[config.mk]
export PLATFORM = sky130hd
export DESIGN_NAME = pll_reset_ctrl
export DESIGN_NICKNAME = d
export VERILOG_FILES = /design/src/rtl/pll_ctrl_pkg.sv /design/src/rtl/sync2.sv /design/src/rtl/pll_reset_ctrl.sv
export SDC_FILE = /design/constraint.sdc
export NUM_CORES = 1
export LEC_CHECK = 0
export ABC_AREA = 1
export BUFFER_PORTS_ARGS = -buffer_cell sky130_fd_sc_hd__buf_4
export CAP_MARGIN = 25
export CORE_MARGIN = 2
export CORE_UTILIZATION = 30
export CTS_CLUSTER_SIZE = 40
export DETAILED_ROUTE_END_ITERATION = 12
export MAX_ROUTING_LAYER = met4
export PLACE_DENSITY = 0.54
export SETUP_SLACK_MARGIN = 0.4
export SLEW_MARGIN = 15
export SYNTH_ARGS = -nofsm -noshare
export SYNTH_HDL_FRONTEND = slang
export SYNTH_SLANG_ARGS = --single-unit
[constraint.sdc]
create_clock -name clk_in -period 4 [get_ports clk_in]
set_input_delay 0.2 -clock clk_in [delete_from_list [all_inputs] [get_ports clk_in]]
set_output_delay 0.2 -clock clk_in [all_outputs]
set_load 0.1 [all_outputs]
[src/rtl/pll_ctrl_pkg.sv]
// Shared types and helpers for the PLL reset sequencer.
package pll_ctrl_pkg;

  typedef enum logic [2:0] {
    StHold     = 3'd0,
    StWaitLock = 3'd1,
    StStable   = 3'd2,
    StRun      = 3'd3,
    StFault    = 3'd4
  } pll_state_e;

  // Width of the shared counter: enough to reach the largest terminal count.
  function automatic int unsigned cnt_width(input int unsigned hold_cycles,
                                            input int unsigned lock_timeout,
                                            input int unsigned stable_cycles);
    int unsigned m;
    m = hold_cycles;
    if (lock_timeout > m) m = lock_timeout;
    if (stable_cycles > m) m = stable_cycles;
    return (m > 1) ? $clog2(m) : 1;
  endfunction

endpackage

[src/rtl/sync2.sv]
// Generic two-flop synchronizer, asynchronous active-low reset to zero.
module sync2 #(
  parameter int unsigned Width = 1
) (
  input  logic             clk,
  input  logic             rst_n,
  input  logic [Width-1:0] d,
  output logic [Width-1:0] q
);

  logic [Width-1:0] meta_q;

  // Two-stage capture of the asynchronous input.
  always_ff @(posedge clk or negedge rst_n) begin
    if (!rst_n) begin
      meta_q <= '0;
      q      <= '0;
    end else begin
      meta_q <= d;
      q      <= meta_q;
    end
  end

endmodule

[src/rtl/pll_reset_ctrl.sv]
// Sequences the PLL: hold in reset, wait for lock, qualify lock, run; retries and fault.
module pll_reset_ctrl
  import pll_ctrl_pkg::*;
#(
  parameter int unsigned HOLD_CYCLES   = 16,
  parameter int unsigned LOCK_TIMEOUT  = 4096,
  parameter int unsigned STABLE_CYCLES = 256,
  parameter int unsigned MAX_RETRIES   = 3,
  localparam int unsigned RETRY_W      = $clog2(MAX_RETRIES + 1)
) (
  input  logic               clk_in,
  input  logic               resetb_in,
  input  logic               lock_in,
  input  logic               soft_req,
  output logic               pll_resetb,
  output logic               reset_out,
  output logic               locked_ok,
  output logic               fault,
  output logic               lock_lost,
  output logic [RETRY_W-1:0] retry_count
);

  localparam int unsigned CntW = cnt_width(HOLD_CYCLES, LOCK_TIMEOUT, STABLE_CYCLES);
  localparam logic [CntW-1:0]    HoldLast    = CntW'(HOLD_CYCLES - 1);
  localparam logic [CntW-1:0]    TimeoutLast = CntW'(LOCK_TIMEOUT - 1);
  localparam logic [CntW-1:0]    StableLast  = CntW'(STABLE_CYCLES - 1);
  localparam logic [RETRY_W-1:0] RetryMax    = RETRY_W'(MAX_RETRIES);

  pll_state_e        state_q, state_d;
  logic [CntW-1:0]   cnt_q, cnt_d;
  logic [RETRY_W-1:0] retry_q, retry_d, retry_inc;
  logic              lost_q, lost_d;
  logic              lock_s;

  sync2 #(
    .Width (1)
  ) u_lock_sync (
    .clk   (clk_in),
    .rst_n (resetb_in),
    .d     (lock_in),
    .q     (lock_s)
  );

  // Next-state logic; soft_req overrides everything, and every transition clears the counter.
  always_comb begin
    state_d   = state_q;
    cnt_d     = cnt_q + 1'b1;
    retry_d   = retry_q;
    lost_d    = lost_q;
    retry_inc = retry_q + 1'b1;
    if (soft_req) begin
      state_d = StHold;
      cnt_d   = '0;
      retry_d = '0;
      lost_d  = 1'b0;
    end else begin
      unique case (state_q)
        StHold: begin
          if (cnt_q == HoldLast) begin
            state_d = StWaitLock;
            cnt_d   = '0;
          end
        end
        StWaitLock: begin
          if (lock_s) begin
            state_d = StStable;
            cnt_d   = '0;
          end else if (cnt_q == TimeoutLast) begin
            retry_d = retry_inc;
            cnt_d   = '0;
            state_d = (retry_inc == RetryMax) ? StFault : StHold;
          end
        end
        StStable: begin
          if (!lock_s) begin
            state_d = StWaitLock;
            cnt_d   = '0;
          end else if (cnt_q == StableLast) begin
            state_d = StRun;
            cnt_d   = '0;
          end
        end
        StRun: begin
          cnt_d = '0;
          if (!lock_s) begin
            state_d = StHold;
            lost_d  = 1'b1;
            retry_d = '0;
          end
        end
        StFault: begin
          cnt_d = '0;
        end
        default: begin
          state_d = StHold;
          cnt_d   = '0;
        end
      endcase
    end
  end

  // State register with outputs decoded from the next state so they move with it.
  always_ff @(posedge clk_in or negedge resetb_in) begin
    if (!resetb_in) begin
      state_q    <= StHold;
      cnt_q      <= '0;
      retry_q    <= '0;
      lost_q     <= 1'b0;
      pll_resetb <= 1'b0;
      reset_out  <= 1'b1;
      locked_ok  <= 1'b0;
      fault      <= 1'b0;
    end else begin
      state_q    <= state_d;
      cnt_q      <= cnt_d;
      retry_q    <= retry_d;
      lost_q     <= lost_d;
      pll_resetb <= (state_d == StWaitLock) || (state_d == StStable) || (state_d == StRun);
      reset_out  <= (state_d != StRun);
      locked_ok  <= (state_d == StRun);
      fault      <= (state_d == StFault);
    end
  end

  assign lock_lost   = lost_q;
  assign retry_count = retry_q;

endmodule

==> results of run 1 <==
## final cells by class
| cell class | instances | area [um^2] |
|---|---|---|
| inverter | 23 | 86.3 |
| fill | 430 | 2550 |
| clock inverter | 1 | 30.0 |
| tap | 50 | 62.6 |
| clock buffer | 3 | 41.3 |
| multi-input combinational | 104 | 572 |
| sequential | 24 | 602 |
| timing repair buffer | 11 | 85.1 |
## kinds of logic after synthesis
kind of cell	share of synthesized area, %
AOI/OAI and AO/OA	4.65
xor gates and xnor gates	5.54
adders and majority gates	1.98
buffers and inverters	7.22
DFF	47.6
and+or+nand+nor	33.0
## state kept, by name, indices dropped and copies added (netlist names)
| name | flops |
|---|---|
| pll_resetb | 1 |
| locked_ok | 1 |
| u_lock_sync.q | 1 |
| u_lock_sync.meta_q | 1 |
| reset_out | 1 |
| state_q | 3 |
| cnt_q | 12 |
| lock_lost | 1 |
| retry_count | 2 |
| fault | 1 |
## timing repair
item / in CTS / in global routing
hold buffers: 1 / 0
endpoints found under the setup margin: 0 / 0
hold endpoints to repair: 23 / 0
## per-stage QoR
step	cell area [um^2]	hold WS [ns]	util [%]	power, mW	setup WS [ns]
final	1480	0.0315	36.7	0.482	2.45
after CTS	1480	0.0246	36.7	0.488	2.45
after detailed placement	1400	0.117	34.7	0.273	2.46
after floorplan	1260	-0.0956	-	0.262	2.45
after global placement	1400	0.112	34.7	0.272	2.53
after global routing	1480	0.0148	36.7	0.503	2.32
## metal layers
metal,GRT usage (%),vias up
met4,5.15,0
met1,15.6,473
met5,-,-
met2,20.8,17
li1,-,501
met3,3.57,4
## critical path, delay by kind of cell (launching register included)
kind	cells	cell delay, ns
simple gates	7	0.86
flops	1	0.37
fa+ha+maj	1	0.22
## cell usage in the layout, fill, tap and decap left out, types with 3 or more instances in the layout
master    count
inv_1        21
buf_4        10
nand2_2       5
nand3_1      12
clkbuf_8      3
nand2_1      26
dfrtp_1      23
o21ai_0       4
nor2_1       25
xor2_1        7
a21oi_1       6
## worst min-delay path by stage
stage | startpoint | end | slack (ns) | depth (start not counted)
after detailed placement | resetb_in | cnt_q[6] | 0.12 | 1
after global placement | resetb_in | cnt_q[5] | 0.11 | 1
after floorplan | resetb_in | cnt_q[0] | -0.1 | 0
final | lock_in | u_lock_sync.meta_q | 0.03 | 1
after global routing | lock_in | u_lock_sync.meta_q | 0.01 | 1
after CTS | lock_in | u_lock_sync.meta_q | 0.02 | 1
## power by group
part / switching (mW) / leakage [nW] / total [mW] / internal, mW
combinational: 0.0123 / 0.403 / 0.0188 / 0.00654
sequential: 0.00319 / 0.325 / 0.249 / 0.246
clock: 0.0798 / 0.0357 / 0.214 / 0.134
total: 0.0953 / 0.764 / 0.482 / 0.386
==> flow_metrics.py, run 1 <==
metrics = {
    "outcome": {
        "status": "finished clean",
    },
    "critical_path": {
        "crit_path_cell_trace": "ha_1 > nand2_1 > nor2_2 > nand4_1 > nand3_2 > nand3_4 > nand2_4 > nor2_1",
        "endpoint_kind": "register",
        "crit_slowest_cell": "dfrtp_1",
        "r2r-start": "cnt_q[0]",
        "cp-startpoint": "cnt_q[0]",
        "timing.rr.end": "cnt_q[11]",
        "critPathKind": "register to register",
        "r2r_cells": 8,
        "crit_fanout": 7,
        "crit_required_ns": 4.16,
        "critPathArrivalTime_ns": 1.71,
        "startpoint_type": "register",
        "endpoint": "cnt_q[11]",
        "ff2ff_setup_slack_ns": 2.45,
        "slowest_delay_ns": 0.37,
    },
    "sta": {
        "max_slew_margin_pct": 79.1,
        "finalSetupViolations": 0,
        "final-hold-violation-count": 0,
        "rsz0062_at_grt": "false",
        "worst_pin_slew_ns": 0.311,
        "min_period_over_period_pct": 38.8,
        "tns_ns": 0,
        "fmax_ghz": 0.644,
        "period_minus_slack_ns": 1.55,
        "report.final.slew_viol_count": 0,
        "clock_skew_ns": 0.00421,
    },
    "clock_network": {
        "cts_tree": "done",
        "postCtsResizedCells": 0,
        "cts_sinks": 24,
        "cts_made_buffers": 3,
        "h-tree-depth": 1,
        "root_buffer": "clkbuf_8",
        "cts.path.max_buffers": 2,
        "path_clk_slew_ns": 0.09,
        "post_cts_buffers": 0,
        "clock_latency_ns": 0.27,
    },
    "yosys": {
        "synth-edff-count": 0,
        "synthTopCellsByArea": "dfrtp_1, nand2_1, nor2_1, inv_1, xor2_1",
        "syn_inst": 152,
        "syn_area_per_cell_um2": 8.32,
        "synth_top_area_share_pct": 45.5,
        "postSynth.asyncResetShare_pct": 100,
        "yosysWarnings": 0,
        "ys_seq_area_share_pct": 47.6,
        "ys_ff_latch": 24,
        "synth_ff_type": "dfrtp_1",
        "ys_types": 25,
        "yosys.area.top_type": "dfrtp_1",
        "syn_area_um2": 1260,
        "syn-num-nets": 158,
        "synth_commonest_cells": "nand2_1, nor2_1, dfrtp_1, inv_1, nand3_1",
        "synth_most_common_cell": "nand2_1",
    },
    "floorplan": {
        "core-area_um2": 4030,
        "die_w_um": 68.9,
        "fp.dieH_um": 68.9,
        "start_util_pct": 31.4,
        "rows": 23,
        "dieArea_um2": 4750,
        "num_io_pins": 11,
    },
    "global_route": {
        "grt_pass1_vias": 999,
        "gr-usage-all-layers_pct": 13.0,
        "antenna_found_initial": 0,
        "grt-ovfl-total": 0,
        "grt_max_degree": 25,
        "grt_first_pass_wirelength_um": 4380,
    },
    "routing": {
        "ant_nets": 0,
        "met1_length_um": 1120,
        "vias": 995,
        "drc": 0,
        "wl_per_cell_um": 11.2,
        "met3_length_um": 86,
        "dr.pass1.iters": 4,
        "top_layer": "met4",
        "drtIter0Drc": 47,
        "viasPerCell": 4.61,
        "wl_um": 2410,
        "dr_wl_met2_um": 1170,
    },
    "flow_run": {
        "maxCapViolCount": 0,
    },
    "placement": {
        "place_inst": 211,
        "port_buffers": 10,
        "gp_congestion": 0.825,
        "hpwl_um": 1900,
    },
    "layout": {
        "instances_no_fill": 216,
        "antenna_cells_inserted": 0,
        "layout.nets": 173,
        "area_growth_pct": 16.9,
        "drive_gt1_share_pct": 19.9,
    },
    "power_and_ir_drop": {
        "power_density_nw_per_um2": 326,
        "peakVddDrop_mv": 0.238,
        "leakagePower_nw": 0.764,
    },
    "min_path": {
        "worst_hold_path_type": "input pin to register",
    },
}
(Power assumes the default switching activity.)
==> inputs of run 2 (changes only) <==
--- a/config.mk
+++ b/config.mk
@@ -13,7 +13,7 @@
 export CTS_CLUSTER_SIZE = 40
 export DETAILED_ROUTE_END_ITERATION = 12
 export MAX_ROUTING_LAYER = met4
-export PLACE_DENSITY = 0.54
+export PLACE_DENSITY = 0.55
 export SETUP_SLACK_MARGIN = 0.4
 export SLEW_MARGIN = 15
 export SYNTH_ARGS = -nofsm -noshare
==> constraint.sdc (replaced) <==
create_clock -name clk_in -period 1.3 [get_ports clk_in]
set_input_delay 0.065 -clock clk_in [delete_from_list [all_inputs] [get_ports clk_in]]
set_output_delay 0.065 -clock clk_in [all_outputs]
set_load 0.1 [all_outputs]
==> run 2 against run 1 <==
The run now ends with setup timing left; utilization is 9.9 points higher; sequential power grew to 3.1 times the previous value; die area unchanged; via count up 9.4%; fmax increased by 9.7%; wire length rose by 16%; total power grew to 3.1 times the previous value; worst setup slack got worse by 2.6 ns; sequential cell count unchanged; largest power group unchanged; highest routed layer unchanged.
==> flow_metrics.py, run 2 (synthesized netlist as in run 1, its figures left out) <==
metrics = {
    "layout": {
        "area_growth_pct": 48.4,
        "instances_no_fill": 240,
        "largest_reg_flops": 12,
        "layout.nets": 197,
        "final_common_cell": "nand2_1",
        "antenna_cells_inserted": 0,
        "largest_register": "cnt_q",
        "layout_common_cells": "nand2_1, nor2_1, buf_4",
        "drive_gt1_share_pct": 42.1,
        "fin_util_pct": 46.6,
    },
    "global_route": {
        "grt_pass1_vias": 1084,
        "grt_first_pass_wirelength_um": 4770,
        "antenna_found_initial": 0,
        "grt-ovfl-total": 0,
        "grt_max_degree": 25,
        "gr-usage-all-layers_pct": 14.0,
    },
    "floorplan": {
        "fp.dieH_um": 68.9,
        "rows": 23,
        "core-area_um2": 4030,
        "die_w_um": 68.9,
        "dieArea_um2": 4750,
        "num_io_pins": 11,
        "start_util_pct": 31.4,
    },
    "clock_network": {
        "cts_tree": "done",
        "root_buffer": "clkbuf_8",
        "clock_latency_ns": 0.27,
        "cts_made_buffers": 3,
        "path_clk_slew_ns": 0.09,
        "cts.path.max_buffers": 2,
        "h-tree-depth": 1,
        "cts_sinks": 24,
    },
    "critical_path": {
        "endpoint": "cnt_q[11]",
        "r2r-start": "cnt_q[0]",
        "timing.rr.end": "cnt_q[11]",
        "ff2ff_setup_slack_ns": -0.12,
        "slowest_delay_ns": 0.41,
        "critPathArrivalTime_ns": 1.58,
        "startpoint_type": "register",
        "cp-startpoint": "cnt_q[0]",
        "critPathKind": "register to register",
        "crit_fanout": 7,
        "crit_required_ns": 1.46,
        "crit_path_cell_trace": "ha_4 > nand2_4 > nor2_4 > nand4_1 > nand3_2 > nand3_4 > nand2_4 > nor2_1",
        "r2r_cells": 8,
        "crit_top_cell": "nand2_4",
        "endpoint_kind": "register",
        "crit_slowest_cell": "dfrtp_1",
    },
    "routing": {
        "dr.pass1.iters": 4,
        "drtIter0Drc": 41,
        "wl_um": 2810,
        "ant_nets": 0,
        "vias": 1089,
        "drc": 0,
        "wl_per_cell_um": 11.7,
        "viasPerCell": 4.54,
    },
    "sta": {
        "final-hold-violation-count": 0,
        "finalSetupViolations": 20,
        "clock_skew_ns": 0.00647,
        "min_period_over_period_pct": 109,
        "tns_ns": -1.62,
        "max_slew_margin_pct": 75.1,
        "layout_setup_ws_ns": -0.116,
        "holdWs_ns": 0.0772,
        "rsz0062_at_grt": "true",
        "worst_pin_slew_ns": 0.370,
        "report.final.slew_viol_count": 0,
        "fmax_ghz": 0.706,
        "period_minus_slack_ns": 1.42,
    },
    "power_and_ir_drop": {
        "power_density_nw_per_um2": 805,
        "leakagePower_nw": 0.934,
        "peakVddDrop_mv": 0.505,
    },
    "placement": {
        "place_inst": 227,
        "port_buffers": 10,
        "gp_congestion": 0.792,
        "hpwl_um": 1950,
        "dp_slack_ns": -0.149,
    },
    "outcome": {
        "violations": "setup timing",
        "status": "finished, violations left",
    },
    "flow_run": {
        "maxCapViolCount": 0,
    },
    "min_path": {
        "worst_hold_path_type": "input pin to register",
    },
}
==> run 2: changes by cell type in the layout (fill, tap and decap cells not counted), moves of 3 or more <==
cell and delta:
dfrtp_2 +5, inv_1 -3, dfrtp_1 -7, nand3_2 +7, nand3_1 -7, nand2_4 +3
buf_12 +7, buf_6 +3, o21ai_0 -3, buf_4 +12, inv_2 +3
==> run 2: cell type report <==
type | count | area (um^2)
Fill cell | 373 | 2150
Multi-Input combinational cell | 104 | 672
Sequential cell | 24 | 616
Timing Repair Buffer | 35 | 369
Inverter | 23 | 86.3
Tap cell | 50 | 62.6
Clock buffer | 3 | 41.3
Clock inverter | 1 | 30.0
==> run 2: metal layers <==
| layer | GRT usage, % | up-vias | share of wire (%) |
|---|---|---|---|
| li1 | - | 551 | - |
| met1 | 16.6 | 516 | 43 |
| met2 | 24.0 | 17 | 53 |
| met3 | 0.974 | 5 | 1.8 |
| met4 | 6.86 | 0 | 2.0 |
| met5 | - | - | 0 |
==> run 2: how the worst min path moves through the flow <==
stage | slack (ns) | end | from | cells after the start
CTS | 0.07 | retry_count[0] | soft_req | 4
global route | 0.08 | retry_count[0] | soft_req | 4
floorplan | -0.23 | cnt_q[0] | resetb_in | 0
global placement | -0.02 | cnt_q[5] | resetb_in | 1
detailed placement | -0.02 | cnt_q[5] | resetb_in | 1
finish | 0.08 | retry_count[0] | soft_req | 4
==> run 2: what timing repair did <==
item	4_1_cts	5_1_grt
hold buffers	3	0
buffers inserted	5	1
endpoints found under the setup margin	29	29
cloned	0	0
hold endpoints to repair	28	0
pin swaps	9	12
resized for setup	32	15
==> run 2: power by group <==
part	total, mW	switching (mW)	internal, mW
registers	0.768	0.0113	0.757
logic	0.0869	0.0490	0.0379
clock network	0.657	0.245	0.412
==> run 2: stage by stage <==
stage	power (mW)	area (um^2)
finish	1.51	1880
global route	1.57	1880
CTS	1.53	1830
floorplan	0.808	1310
detailed placement	0.854	1560
global placement	0.850	1560
==> run 2: critical path, delay by kind of cell (launching register included) <==
family	cells	cell delay, ns
fa+ha+maj	1	0.18
simple gates	7	0.71
flops	1	0.41
==> inputs of run 3 (changes only) <==
--- a/config.mk
+++ b/config.mk
@@ -5,7 +5,6 @@
 export SDC_FILE = /design/constraint.sdc
 export NUM_CORES = 1
 export LEC_CHECK = 0
-export ABC_AREA = 1
 export BUFFER_PORTS_ARGS = -buffer_cell sky130_fd_sc_hd__buf_4
 export CAP_MARGIN = 25
 export CORE_MARGIN = 2
@@ -13,7 +12,7 @@
 export CTS_CLUSTER_SIZE = 40
 export DETAILED_ROUTE_END_ITERATION = 12
 export MAX_ROUTING_LAYER = met4
-export PLACE_DENSITY = 0.55
+export PLACE_DENSITY = 0.56
 export SETUP_SLACK_MARGIN = 0.4
 export SLEW_MARGIN = 15
 export SYNTH_ARGS = -nofsm -noshare
==> run 3 against run 2 <==
The flow still finishes with violations (setup timing); global-route usage up 2.5 points; worst hold slack worse by 0.054 ns; combinational power up 29%; clock power down 29%; register-to-register slack worse by 0.32 ns; critical endpoint is now cnt_q[8]; largest cell class unchanged.
==> flow_metrics.py, run 3 <==
metrics = {
    "clock_network": {
        "cts_sinks": 24,
        "clock_latency_ns": 0.28,
        "cts_tree": "done",
        "cts_made_buffers": 3,
        "h-tree-depth": 1,
        "cts.path.max_buffers": 2,
        "root_buffer": "clkbuf_8",
        "path_clk_slew_ns": 0.09,
    },
    "sta": {
        "holdWs_ns": 0.0237,
        "rsz0062_at_grt": "true",
        "layout_setup_ws_ns": -0.433,
        "finalSetupViolations": 21,
        "min_period_over_period_pct": 133,
        "clock_skew_ns": 0.00997,
        "fmax_ghz": 0.577,
        "worst_pin_slew_ns": 0.355,
        "max_slew_margin_pct": 76.3,
        "period_minus_slack_ns": 1.73,
        "report.final.slew_viol_count": 0,
        "final-hold-violation-count": 0,
    },
    "critical_path": {
        "critPathArrivalTime_ns": 1.91,
        "slowest_delay_ns": 0.41,
        "cp_top_family": "compound AO/OA/AOI/OAI gates",
        "path_buf_inv": 0,
        "critPathKind": "register to register",
        "crit_slowest_cell": "dfrtp_1",
        "crit_required_ns": 1.47,
        "crit_path_cell_trace": "ha_4 > nand4_4 > or2_4 > a211o_2 > a221oi_2",
        "endpoint_kind": "register",
        "crit_fanout": 5,
        "startpoint_type": "register",
    },
    "yosys": {
        "postSynth.asyncResetShare_pct": 100,
        "synth-edff-count": 0,
        "synth_commonest_cells": "nor2_1, dfrtp_1, nand2_1, nand3_1, xnor2_1",
        "syn_area_um2": 1220,
        "synth_top_area_share_pct": 47.2,
        "syn-num-nets": 130,
        "ys_types": 39,
        "syn_inst": 124,
        "ys_ff_latch": 24,
        "yosysWarnings": 0,
        "synth_ff_type": "dfrtp_1",
        "synth_most_common_cell": "nor2_1",
        "ys_seq_area_share_pct": 49.4,
        "yosys.area.top_type": "dfrtp_1",
        "synthTopCellsByArea": "dfrtp_1, nor2_1, xnor2_1, nand3_1, nand2_1",
        "syn_area_per_cell_um2": 9.83,
    },
    "power_and_ir_drop": {
        "peakVddDrop_mv": 0.518,
        "p_total_mw": 1.35,
        "p_switching_mw": 0.317,
        "pwr-share-clk_pct": 34.5,
        "pwr-share-seq_pct": 57.2,
        "combPwrFrac_pct": 8.3,
        "switching_share_pct": 23.5,
        "internal-power_mw": 1.03,
        "leakagePower_nw": 0.912,
        "power_density_nw_per_um2": 640,
    },
    "floorplan": {
        "start_util_pct": 30.9,
        "die_w_um": 67.7,
        "rows": 23,
        "dieArea_um2": 4590,
        "fp.dieH_um": 67.7,
        "num_io_pins": 11,
        "core-area_um2": 3940,
    },
    "routing": {
        "wl_per_cell_um": 14.3,
        "dr.pass1.iters": 4,
        "drc": 0,
        "ant_nets": 0,
        "drtIter0Drc": 28,
        "viasPerCell": 4.86,
        "wl_um": 3380,
        "vias": 1148,
    },
    "layout": {
        "num-fill-cells": 338,
        "antenna_cells_inserted": 0,
        "final_common_cell": "buf_4",
        "layout.nets": 193,
        "instances_no_fill": 236,
        "layout_common_cells": "buf_4, nor2_1, dfrtp_1",
        "largest_register": "cnt_q",
        "drive_gt1_share_pct": 54.8,
        "largest_reg_flops": 12,
        "area_growth_pct": 72.8,
    },
    "global_route": {
        "grt_max_degree": 25,
        "grt_pass1_vias": 1146,
        "gr-usage-all-layers_pct": 16.5,
        "antenna_found_initial": 0,
        "grt_first_pass_wirelength_um": 5490,
        "grt-ovfl-total": 0,
    },
    "placement": {
        "gp_congestion": 0.745,
        "port_buffers": 10,
        "dp_slack_ns": -0.458,
        "place_inst": 219,
        "hpwl_um": 2190,
    },
    "flow_run": {
        "maxCapViolCount": 0,
    },
    "min_path": {
        "worst_hold_path_type": "input pin to register",
    },
    "outcome": {
        "violations": "setup timing",
        "status": "finished, violations left",
    },
}
[run 3: layout make-up]
cell class                      count  area, um^2  area share [%]
Multi-Input combinational cell     91         776            36.8
Sequential cell                    24         616            29.2
Timing Repair Buffer               61         584            27.7
Tap cell                           50        62.6            2.97
Clock buffer                        4        45.0            2.14
Inverter                            6        22.5            1.07
[run 3: power groups by stage]
stage / logic [mW] / registers [mW] / clock network [mW]
3_3_place_gp: 0.0868 / 0.784 / 0
4_1_cts: 0.109 / 0.772 / 0.469
3_5_place_dp: 0.0909 / 0.786 / 0
6_report: 0.112 / 0.771 / 0.465
5_1_grt: 0.128 / 0.774 / 0.508
2_1_floorplan: 0.0382 / 0.787 / 0
[run 3: worst register-to-register path, delay by kind of cell, from the launching register on]
family | cells | cell delay [ns]
compound gates | 2 | 0.57
simple gates | 2 | 0.48
flops | 1 | 0.41
fa+ha+maj | 1 | 0.18
[run 3: logic make-up (layout without fill, tap and decap cells)]
family / after synthesis / in the layout / share of synthesized area (%)
AO/OA/AOI/OAI: 12 / 13 / 8.21
adder cells (fa/ha/maj): 2 / 2 / 2.05
flip-flops: 24 / 24 / 49.4
buffers and inverters: 10 / 71 / 3.80
multiplexers: 1 / 1 / 0.821
XOR/XNOR: 10 / 10 / 7.19
AND/OR/NAND/NOR: 65 / 65 / 28.5
[run 3: per-layer routing]
layer | track usage [%] | part of all wire [%] | vias up
met5 | - | 0 | -
met4 | 5.10 | 1.0 | 0
met3 | 2.00 | 2.1 | 2
met2 | 28.9 | 56 | 16
met1 | 19.8 | 40 | 567
li1 | - | - | 563
[run 3: through the flow]
| step | util, % | cell area, um^2 | setup TNS [ns] |
|---|---|---|---|
| 6_report | 53.4 | 2110 | -7.52 |
| 5_1_grt | 53.4 | 2110 | -9.11 |
| 4_1_cts | 50.4 | 1990 | -7.17 |
| 3_5_place_dp | 43.9 | 1730 | -7.47 |
| 3_3_place_gp | 43.9 | 1730 | -6.94 |
| 2_1_floorplan | - | 1330 | -5.36 |
[run 3: final timing paths]
kind | depth (start not counted) | slack [ns] | from | end
setup / recovery | 5 | -0.43 | cnt_q[0] | cnt_q[8]
hold / removal | 2 | 0.02 | soft_req | lock_lost
setup reg to reg | 5 | -0.43 | cnt_q[0] | cnt_q[8]
hold reg to reg | 0 | 0.35 | u_lock_sync.meta_q | u_lock_sync.q
max in group asynchronous | 2 | 0.79 | resetb_in | reset_out
min in group asynchronous | 2 | 0.22 | resetb_in | retry_count[1]
[run 3: timing repair]
| item | 4_1_cts | 5_1_grt |
|---|---|---|
| pin swaps | 13 | 8 |
| cloned | 1 | 0 |
| hold buffers | 2 | 0 |
| gates resized for setup | 36 | 14 |
| hold endpoints to repair | 25 | 0 |
| setup endpoints to repair | 29 | 29 |
| setup buffers | 3 | 7 |
